==> src/rtl/sram_march_bist.sv <==
// March C- SRAM BIST: six elements, RD_LAT-deep compare pipe, first-fail capture.
// Define SRAM_BIST_CHECKERBOARD_EN for an address-dependent checkerboard background.
module sram_march_bist #(
    parameter int ADDR_W = 18,
    parameter int DATA_W = 16,
    parameter int RD_LAT = 2
) (
    input  logic              Clock,
    input  logic              Resetn,
    input  logic              BIST_start,
    output logic [ADDR_W-1:0] BIST_address,
    output logic [DATA_W-1:0] BIST_write_data,
    output logic              BIST_we_n,
    input  logic [DATA_W-1:0] BIST_read_data,
    output logic              BIST_finish,
    output logic              BIST_mismatch,
    output logic [15:0]       BIST_fail_count,
    output logic [ADDR_W-1:0] BIST_fail_address
);

    typedef enum logic [3:0] {
        S_IDLE  = 4'd0,
        S_M0    = 4'd1,
        S_M1    = 4'd2,
        S_M2    = 4'd3,
        S_M3    = 4'd4,
        S_M4    = 4'd5,
        S_M5    = 4'd6,
        S_DRAIN = 4'd7
    } state_t;

    localparam logic [ADDR_W-1:0] A_ONE = ADDR_W'(1);
    localparam logic [ADDR_W-1:0] A_MAX = '1;

    state_t            state_q, state_d;
    logic              phase_q, phase_d;
    logic              start_q, start_rise, start_clr;
    logic [ADDR_W-1:0] addr_d;
    logic [DATA_W-1:0] wdata_d;
    logic              we_n_d, finish_d, wr_d1;
    logic [DATA_W-1:0] d0_nxt, d0_cur, exp_cur;
    logic              rd_now, rd_d1;

    logic [RD_LAT-1:0] pv_q;
    logic [DATA_W-1:0] pe_q [RD_LAT];
    logic [ADDR_W-1:0] pa_q [RD_LAT];
    logic              cmp_fail;

`ifdef SRAM_BIST_CHECKERBOARD_EN
    localparam logic [DATA_W-1:0] CB = {(DATA_W/2){2'b01}};
    assign d0_nxt = CB ^ {DATA_W{addr_d[0]}};
    assign d0_cur = CB ^ {DATA_W{BIST_address[0]}};
`else
    assign d0_nxt = '0;
    assign d0_cur = '0;
`endif

    assign start_rise = BIST_start & ~start_q;
    assign rd_now = BIST_we_n &&
        (state_q inside {S_M1, S_M2, S_M3, S_M4, S_M5});
    assign rd_d1   = (state_q == S_M2) || (state_q == S_M4);
    assign exp_cur = rd_d1 ? ~d0_cur : d0_cur;

    // state/addr/phase always describe the op currently on the bus
    always_comb begin
        state_d   = state_q;
        phase_d   = phase_q;
        addr_d    = BIST_address;
        we_n_d    = 1'b1;
        wr_d1     = 1'b0;
        finish_d  = BIST_finish;
        start_clr = 1'b0;
        wdata_d   = BIST_write_data;
        unique case (state_q)
            S_IDLE: begin
                finish_d = 1'b1;
                if (start_rise) begin
                    state_d   = S_M0;
                    addr_d    = '0;
                    phase_d   = 1'b0;
                    we_n_d    = 1'b0;
                    finish_d  = 1'b0;
                    start_clr = 1'b1;
                end
            end
            S_M0: begin
                addr_d = BIST_address + A_ONE;
                if (BIST_address == A_MAX) state_d = S_M1;
                else we_n_d = 1'b0;
            end
            S_M1: begin
                if (!phase_q) begin
                    phase_d = 1'b1;
                    we_n_d  = 1'b0;
                    wr_d1   = 1'b1;
                end else begin
                    phase_d = 1'b0;
                    addr_d  = BIST_address + A_ONE;
                    if (BIST_address == A_MAX) state_d = S_M2;
                end
            end
            S_M2: begin
                if (!phase_q) begin
                    phase_d = 1'b1;
                    we_n_d  = 1'b0;
                end else begin
                    phase_d = 1'b0;
                    if (BIST_address == A_MAX) state_d = S_M3;
                    else addr_d = BIST_address + A_ONE;
                end
            end
            S_M3: begin
                if (!phase_q) begin
                    phase_d = 1'b1;
                    we_n_d  = 1'b0;
                    wr_d1   = 1'b1;
                end else begin
                    phase_d = 1'b0;
                    addr_d  = BIST_address - A_ONE;
                    if (BIST_address == '0) state_d = S_M4;
                end
            end
            S_M4: begin
                if (!phase_q) begin
                    phase_d = 1'b1;
                    we_n_d  = 1'b0;
                end else begin
                    phase_d = 1'b0;
                    if (BIST_address == '0) state_d = S_M5;
                    else addr_d = BIST_address - A_ONE;
                end
            end
            S_M5: begin
                if (BIST_address == A_MAX) state_d = S_DRAIN;
                else addr_d = BIST_address + A_ONE;
            end
            S_DRAIN: begin
                if (pv_q == '0) begin
                    state_d  = S_IDLE;
                    finish_d = 1'b1;
                end
            end
            default: begin
                state_d = S_IDLE;
                phase_d = 1'b0;
            end
        endcase
        if (!we_n_d) wdata_d = wr_d1 ? ~d0_nxt : d0_nxt;
    end

    always_ff @(posedge Clock) begin
        if (!Resetn) begin
            state_q         <= S_IDLE;
            phase_q         <= 1'b0;
            start_q         <= 1'b0;
            BIST_address    <= '0;
            BIST_write_data <= '0;
            BIST_we_n       <= 1'b1;
            BIST_finish     <= 1'b0;
        end else begin
            state_q         <= state_d;
            phase_q         <= phase_d;
            start_q         <= BIST_start;
            BIST_address    <= addr_d;
            BIST_write_data <= wdata_d;
            BIST_we_n       <= we_n_d;
            BIST_finish     <= finish_d;
        end
    end

    always_ff @(posedge Clock) begin
        if (!Resetn) begin
            pv_q <= '0;
        end else begin
            pv_q[0] <= rd_now;
            for (int i = 1; i < RD_LAT; i++) pv_q[i] <= pv_q[i-1];
        end
    end

    always_ff @(posedge Clock) begin
        pe_q[0] <= exp_cur;
        pa_q[0] <= BIST_address;
        for (int i = 1; i < RD_LAT; i++) begin
            pe_q[i] <= pe_q[i-1];
            pa_q[i] <= pa_q[i-1];
        end
    end

    assign cmp_fail = pv_q[RD_LAT-1] &&
        (BIST_read_data != pe_q[RD_LAT-1]);

    always_ff @(posedge Clock) begin
        if (!Resetn || start_clr) begin
            BIST_mismatch     <= 1'b0;
            BIST_fail_count   <= '0;
            BIST_fail_address <= '0;
        end else if (cmp_fail) begin
            BIST_mismatch <= 1'b1;
            if (BIST_fail_count != 16'hFFFF)
                BIST_fail_count <= BIST_fail_count + 16'd1;
            if (BIST_fail_count == 16'd0)
                BIST_fail_address <= pa_q[RD_LAT-1];
        end
    end

endmodule

==> config.mk <==
export PLATFORM = sky130hd
export DESIGN_NAME = sram_march_bist
export DESIGN_NICKNAME = d
export VERILOG_FILES = /design/src/rtl/sram_march_bist.sv
export SDC_FILE = /design/constraint.sdc
export NUM_CORES = 1
export LEC_CHECK = 0
export BUFFER_PORTS_ARGS = -buffer_cell sky130_fd_sc_hd__buf_2
export CORE_ASPECT_RATIO = 1.25
export CORE_MARGIN = 2
export CORE_UTILIZATION = 45
export CTS_CLUSTER_SIZE = 8
export DETAILED_ROUTE_END_ITERATION = 6
export PLACE_DENSITY_LB_ADDON = 0.25
export SYNTH_ARGS = -nofsm -noshare
export SYNTH_HDL_FRONTEND = slang
export SYNTH_SLANG_ARGS = --single-unit
==> constraint.sdc <==
create_clock -name Clock -period 8.3 [get_ports Clock]
set_input_delay 0.415 -clock Clock [delete_from_list [all_inputs] [get_ports Clock]]
set_output_delay 0.415 -clock Clock [all_outputs]
set_load 0.1 [all_outputs]
Word level (Yosys, flattened, before mapping):

Memory sizes are Yosys's and may differ from the RTL's. A register that Yosys moved wholly into a read port is not among the register bits.
Cells that the tools add are included.

* multiplexer cells: 35
* reductions and logical operators: 21
* bitwise logic cells: 3
* $add $sub $neg: 3
* equal/unequal tests: 23

Operator list (number)
* 18-bit 2-to-1 mux: 7
* 18-bit one-hot mux with 7 select lines: 1
* 4-bit 2-to-1 mux: 12
* 16-bit 2-to-1 mux: 2
* 4-bit one-hot mux with 8 select lines: 1
* 18-bit by 1-bit adder with 18-bit output (second input constant): 1
* 18-bit == test (second input constant): 1
* 18-bit zero test: 1
* 18-bit by 1-bit subtractor with 18-bit output (second input constant): 1
* 16-bit by 1-bit adder with 16-bit output (second input constant): 1
* 4-bit by 3-bit == test with 1-bit output (second input constant): 4
* 16-bit zero test: 1
* 16-bit != test: 1
* 16-bit != test (second input constant): 1
* 2-bit != test (second input constant): 8
* 12-bit AND reduction: 1
* 2-bit by 1-bit != test with 1-bit output (second input constant): 5
* 1-bit 2-to-1 mux: 9
* 4-bit by 2-bit == test with 1-bit output (second input constant): 2
* 2-bit AND reduction: 4
* 7-bit AND reduction: 1
* 7-bit nonzero test: 1
* 1-bit one-hot mux with 3 select lines: 2
* 5-bit nonzero test: 1
* other kinds (13): 16

* logic and storage cells: 97
* memories: 2
* output and inout bits: 71
* bits in registers: 61
* bits in writable memories: 68

Memories
* pa_q: depth 2, bits a word 18, read ports 2, clocked after memory_dff 1, write ports 2, line 46 `logic [ADDR_W-1:0] pa_q [RD_LAT];`
* pe_q: depth 2, bits a word 16, read ports 2, clocked after memory_dff 0, write ports 2, line 45 `logic [DATA_W-1:0] pe_q [RD_LAT];`

Depth between registers and ports, before layout:

* depth after elaboration: 5
* depth in mapped cells: 12
* gate-level depth less buffers: 11

Least setup slack after synthesis:

No wires, ideal clock.

* path type: register to register
* start point: register BIST_address[1]
* end point: register BIST_address[8]
* setup slack: 5.181 ns
* clock period less this slack: 3.119 ns
* arrival: 2.984 ns
* buffers on the path: 0
* data required time: 8.166 ns
* stages on the path, launching flop included: 9
* cells stage by stage: dfxtp_1 -> inv_1 -> xnor2_1 -> ha_1 -> or4_1 -> o41a_1 -> and2_0 -> o311ai_0 -> o31ai_1

* word-level cells in the longest chain between the ends: 4

RTL lines
* start: declaration: line 11 `output logic [ADDR_W-1:0] BIST_address,`
* start signal: assignment: line 164 `BIST_address <= addr_d;`
* 18-bit by 1-bit subtractor with 18-bit output, or another cell as far along: line 119, 130
* 18-bit 2-to-1 mux, on equally long branches: line 129, 108, 134
* 18-bit 2-to-1 mux, on equally long branches: line 124, 103
* 18-bit one-hot mux with 7 select lines: line 74 `unique case (state_q)`

Several ways; a longest one is shown, not always the timed one. The select of a mux whose other input is x is not followed.
A chain may end at the register's enable or synchronous reset.

Final worst setup path:

* start point: register state_q[2]
* end point: register BIST_address[8]

* word-level cells in the longest chain between the ends: 3

RTL lines
* start: declaration: line 35 `state_t state_q, state_d;`
* start signal: assignment: line 161 `state_q <= state_d;`
* 4-bit by 2-bit == test with 1-bit output, or another cell as far along: line 74
* 7-bit nonzero test (no source line) / 2-bit != test (equally long branches)
* 7-bit AND reduction (no source line)

Several ways; a longest one is shown, not always the timed one.

==> run summary <==
number of synthesized flops with an enable pin: 0
Die Y: 116 microns
area share of the largest cell type after synthesis: 0.445
DRC Markers: 0
FMAX: 280 MHz
fin cells: 685
n_diodes: 0
status: finished, final reports clean
Clock transition at path regs: 70 ps
FP Rows: 41
Via Count: 3,987
GPL Wtd Cong: 0.903
Most used DFF post-synth: dfxtp_1
DP Cell Count: 669
Worst Path Arrival: 3790 ps
Post-Syn Nets: 522
drt first pass iters: 5
fillers: 948
initial antenna violation count: 0
WL per Instance: 15.4 microns
setup TNS: 0 ps
max_slew headroom: 0.173
H-Tree Depth: 3
CTS Sinks: 101
max-slew violations: 0
commonest non-fill, non-tap cells in the layout: dfxtp_1, buf_2, nor2_1
Avg Synthesized Cell Area: 9.11 sq um
met2 wire len: 5.13 mm
# IOs: 90
worst hold stages: 2
largest net degree at the start of global routing: 34
Post-Syn Area: 4550 sq um
dpl ws: 4750 ps
Final Util: 0.521
Total GRT Usage: 0.198
Starting DRT DRC Count: 255
Tcrit/Tclk final: 0.431
Final Skew: 10.0 ps
Die ar.: 10,900 sq um
Netlist cell types: 60
layout cell share with drive strength beyond 1: 0.209
setup ws final: 4720 ps
setup bufs post-CTS: 0
commonest non-fill, non-tap cell in the layout: dfxtp_1
Resize count post-CTS: 0
Layout area overhead: 14.1%
Met1 Wirelength: 4.59 mm
maximum vdd drop: 0.194 mV
detailed placement HPWL: 7.30 mm
Leak: 2.19 nW
final hold vios: 0
CP Max Fanout: 24
Setup crit start kind: flop
Post-DRT Antenna Nets: 0
critical path data required time: 8520 ps
max layer used: met4
vias per cell: 5.82
Slew @ Worst Pin: 1240 ps
IO Port Bufs: 89
core area: 9950 sq um
GRT overflow: 0
async set or reset register ratio after synthesis: 0
Starting Density: 0.457
Crit Path Category: flop to flop
Worst-Skew Late Latency: 350 ps
final WL: 10.5 mm
vias in the first global route: 3,596
Seq/Total Area, Yosys: 0.445
RSZ-0062 raised after global routing: false
Synth area leader: dfxtp_1
CTS Hold Buffers Added: 0
top cells by area, synth: dfxtp_1, mux2i_1, o31ai_1, nor2_1, or4_1
met3 WL post-DR: 521 microns
Final min period: 3580 ps
YS warnings: 0
clock buffer count from CTS: 9
Max-cap violations: 0
Placed Instance Area: 4890 sq um
Cells after Synth: 499
worst reg2reg path depth: 10
root buf cell: clkbuf_16
Worst setup EP type: flop
NumNets Final: 574
chip width: 93.9 microns
PD cells: 426 nW/um^2
clock buffer depth: 2
final setup vio count: 0
post-route cell area: 5190 sq um
global-route wire length before repair: 17.3 mm
Synth Register Bits: 101
CTS tree: done
Tightest Hold Check Type: primary input to flop
[cell type report]
cell class	instances	area, sq um	share of cell area
Sequential cell	101	2020	0.390
Multi-Input combinational cell	336	2200	0.425
Tap cell	129	161	0.0311
Inverter	13	48.8	0.00940
Clock buffer	11	233	0.0448
Clock inverter	5	67.6	0.0130
Timing Repair Buffer	90	453	0.0873
[metal layers]
layer  vias up  global-route usage
met5         -                   0
met4         0               0.108
met3        20              0.0303
met2       119               0.323
met1      1883               0.252
li1       1965                   -
[critical path: stages (launching register included)]
cell and delay (ps):
dfxtp_1 810, nand2b_1 220, nand2_1 330, inv_1 270, xnor2_1 90, ha_1 240, or4_1 590, o41a_1 350
and2_0 150, o311ai_0 270, o31ai_1 120
[final timing paths]
kind,startpoint,slack [ps],end
min,BIST_start,310,start_q
min reg2reg,pa_q[0][6],330,pa_q[1][6]
max reg2reg,state_q[2],4720,BIST_address[8]
max,state_q[2],4720,BIST_address[8]
[report_power, final]
| group | leakage, nW | switching (mW) | internal (mW) |
|---|---|---|---|
| logic | 1.23 | 0.770 | 0.294 |
| clock network | 0.147 | 0.184 | 0.239 |
| registers | 0.819 | 0.124 | 0.598 |
[flip-flops by register name, summed over array words and instances (netlist names), 2 cells and up]
name	cells
pa_q	36
BIST_fail_count	16
pv_q	2
BIST_fail_address	18
state_q	3
pe_q	2
BIST_address	18
[Yosys cell counts (all sizes together) (2+ instances only)]
cell type	count
dfxtp	101
nor2	37
nand2	29
buf	27
clkbuf	22
mux2i	21
o31ai	21
a21oi	20
or4	19
o21ai	17
nand3	15
and2	14
nor4	14
inv	13
nand4	11
o311ai	11
and3	9
nand2b	8
or3	8
nor2b	7
nor3	7
a211oi	6
o211ai	6
a31oi	4
ha	4
a31o	3
and4	3
o21a	3
o22ai	3
o32ai	3
o41ai	3
xnor2	3
a21boi	2
a2bb2o	2
a311oi	2
a41oi	2
o221ai	2
o2bb2ai	2
or2	2
[per-stage QoR]
stage               total power, mW  hold WS [ps]
floorplan                      1.61           310
global placement               1.77           310
detailed placement             1.79           312
CTS                            2.21           301
global route                   2.33           324
finish                         2.21           306
[kinds of logic after synthesis]
logic type | share of synthesized area
DFF | 0.445
xor gates and xnor gates | 0.00771
adders and majority gates | 0.0110
buffers and inverters | 0.0704
and+or+nand+nor | 0.223
AOI/OAI and AO/OA | 0.194
muxes | 0.0487
Power figures use the tool's default switching activity.
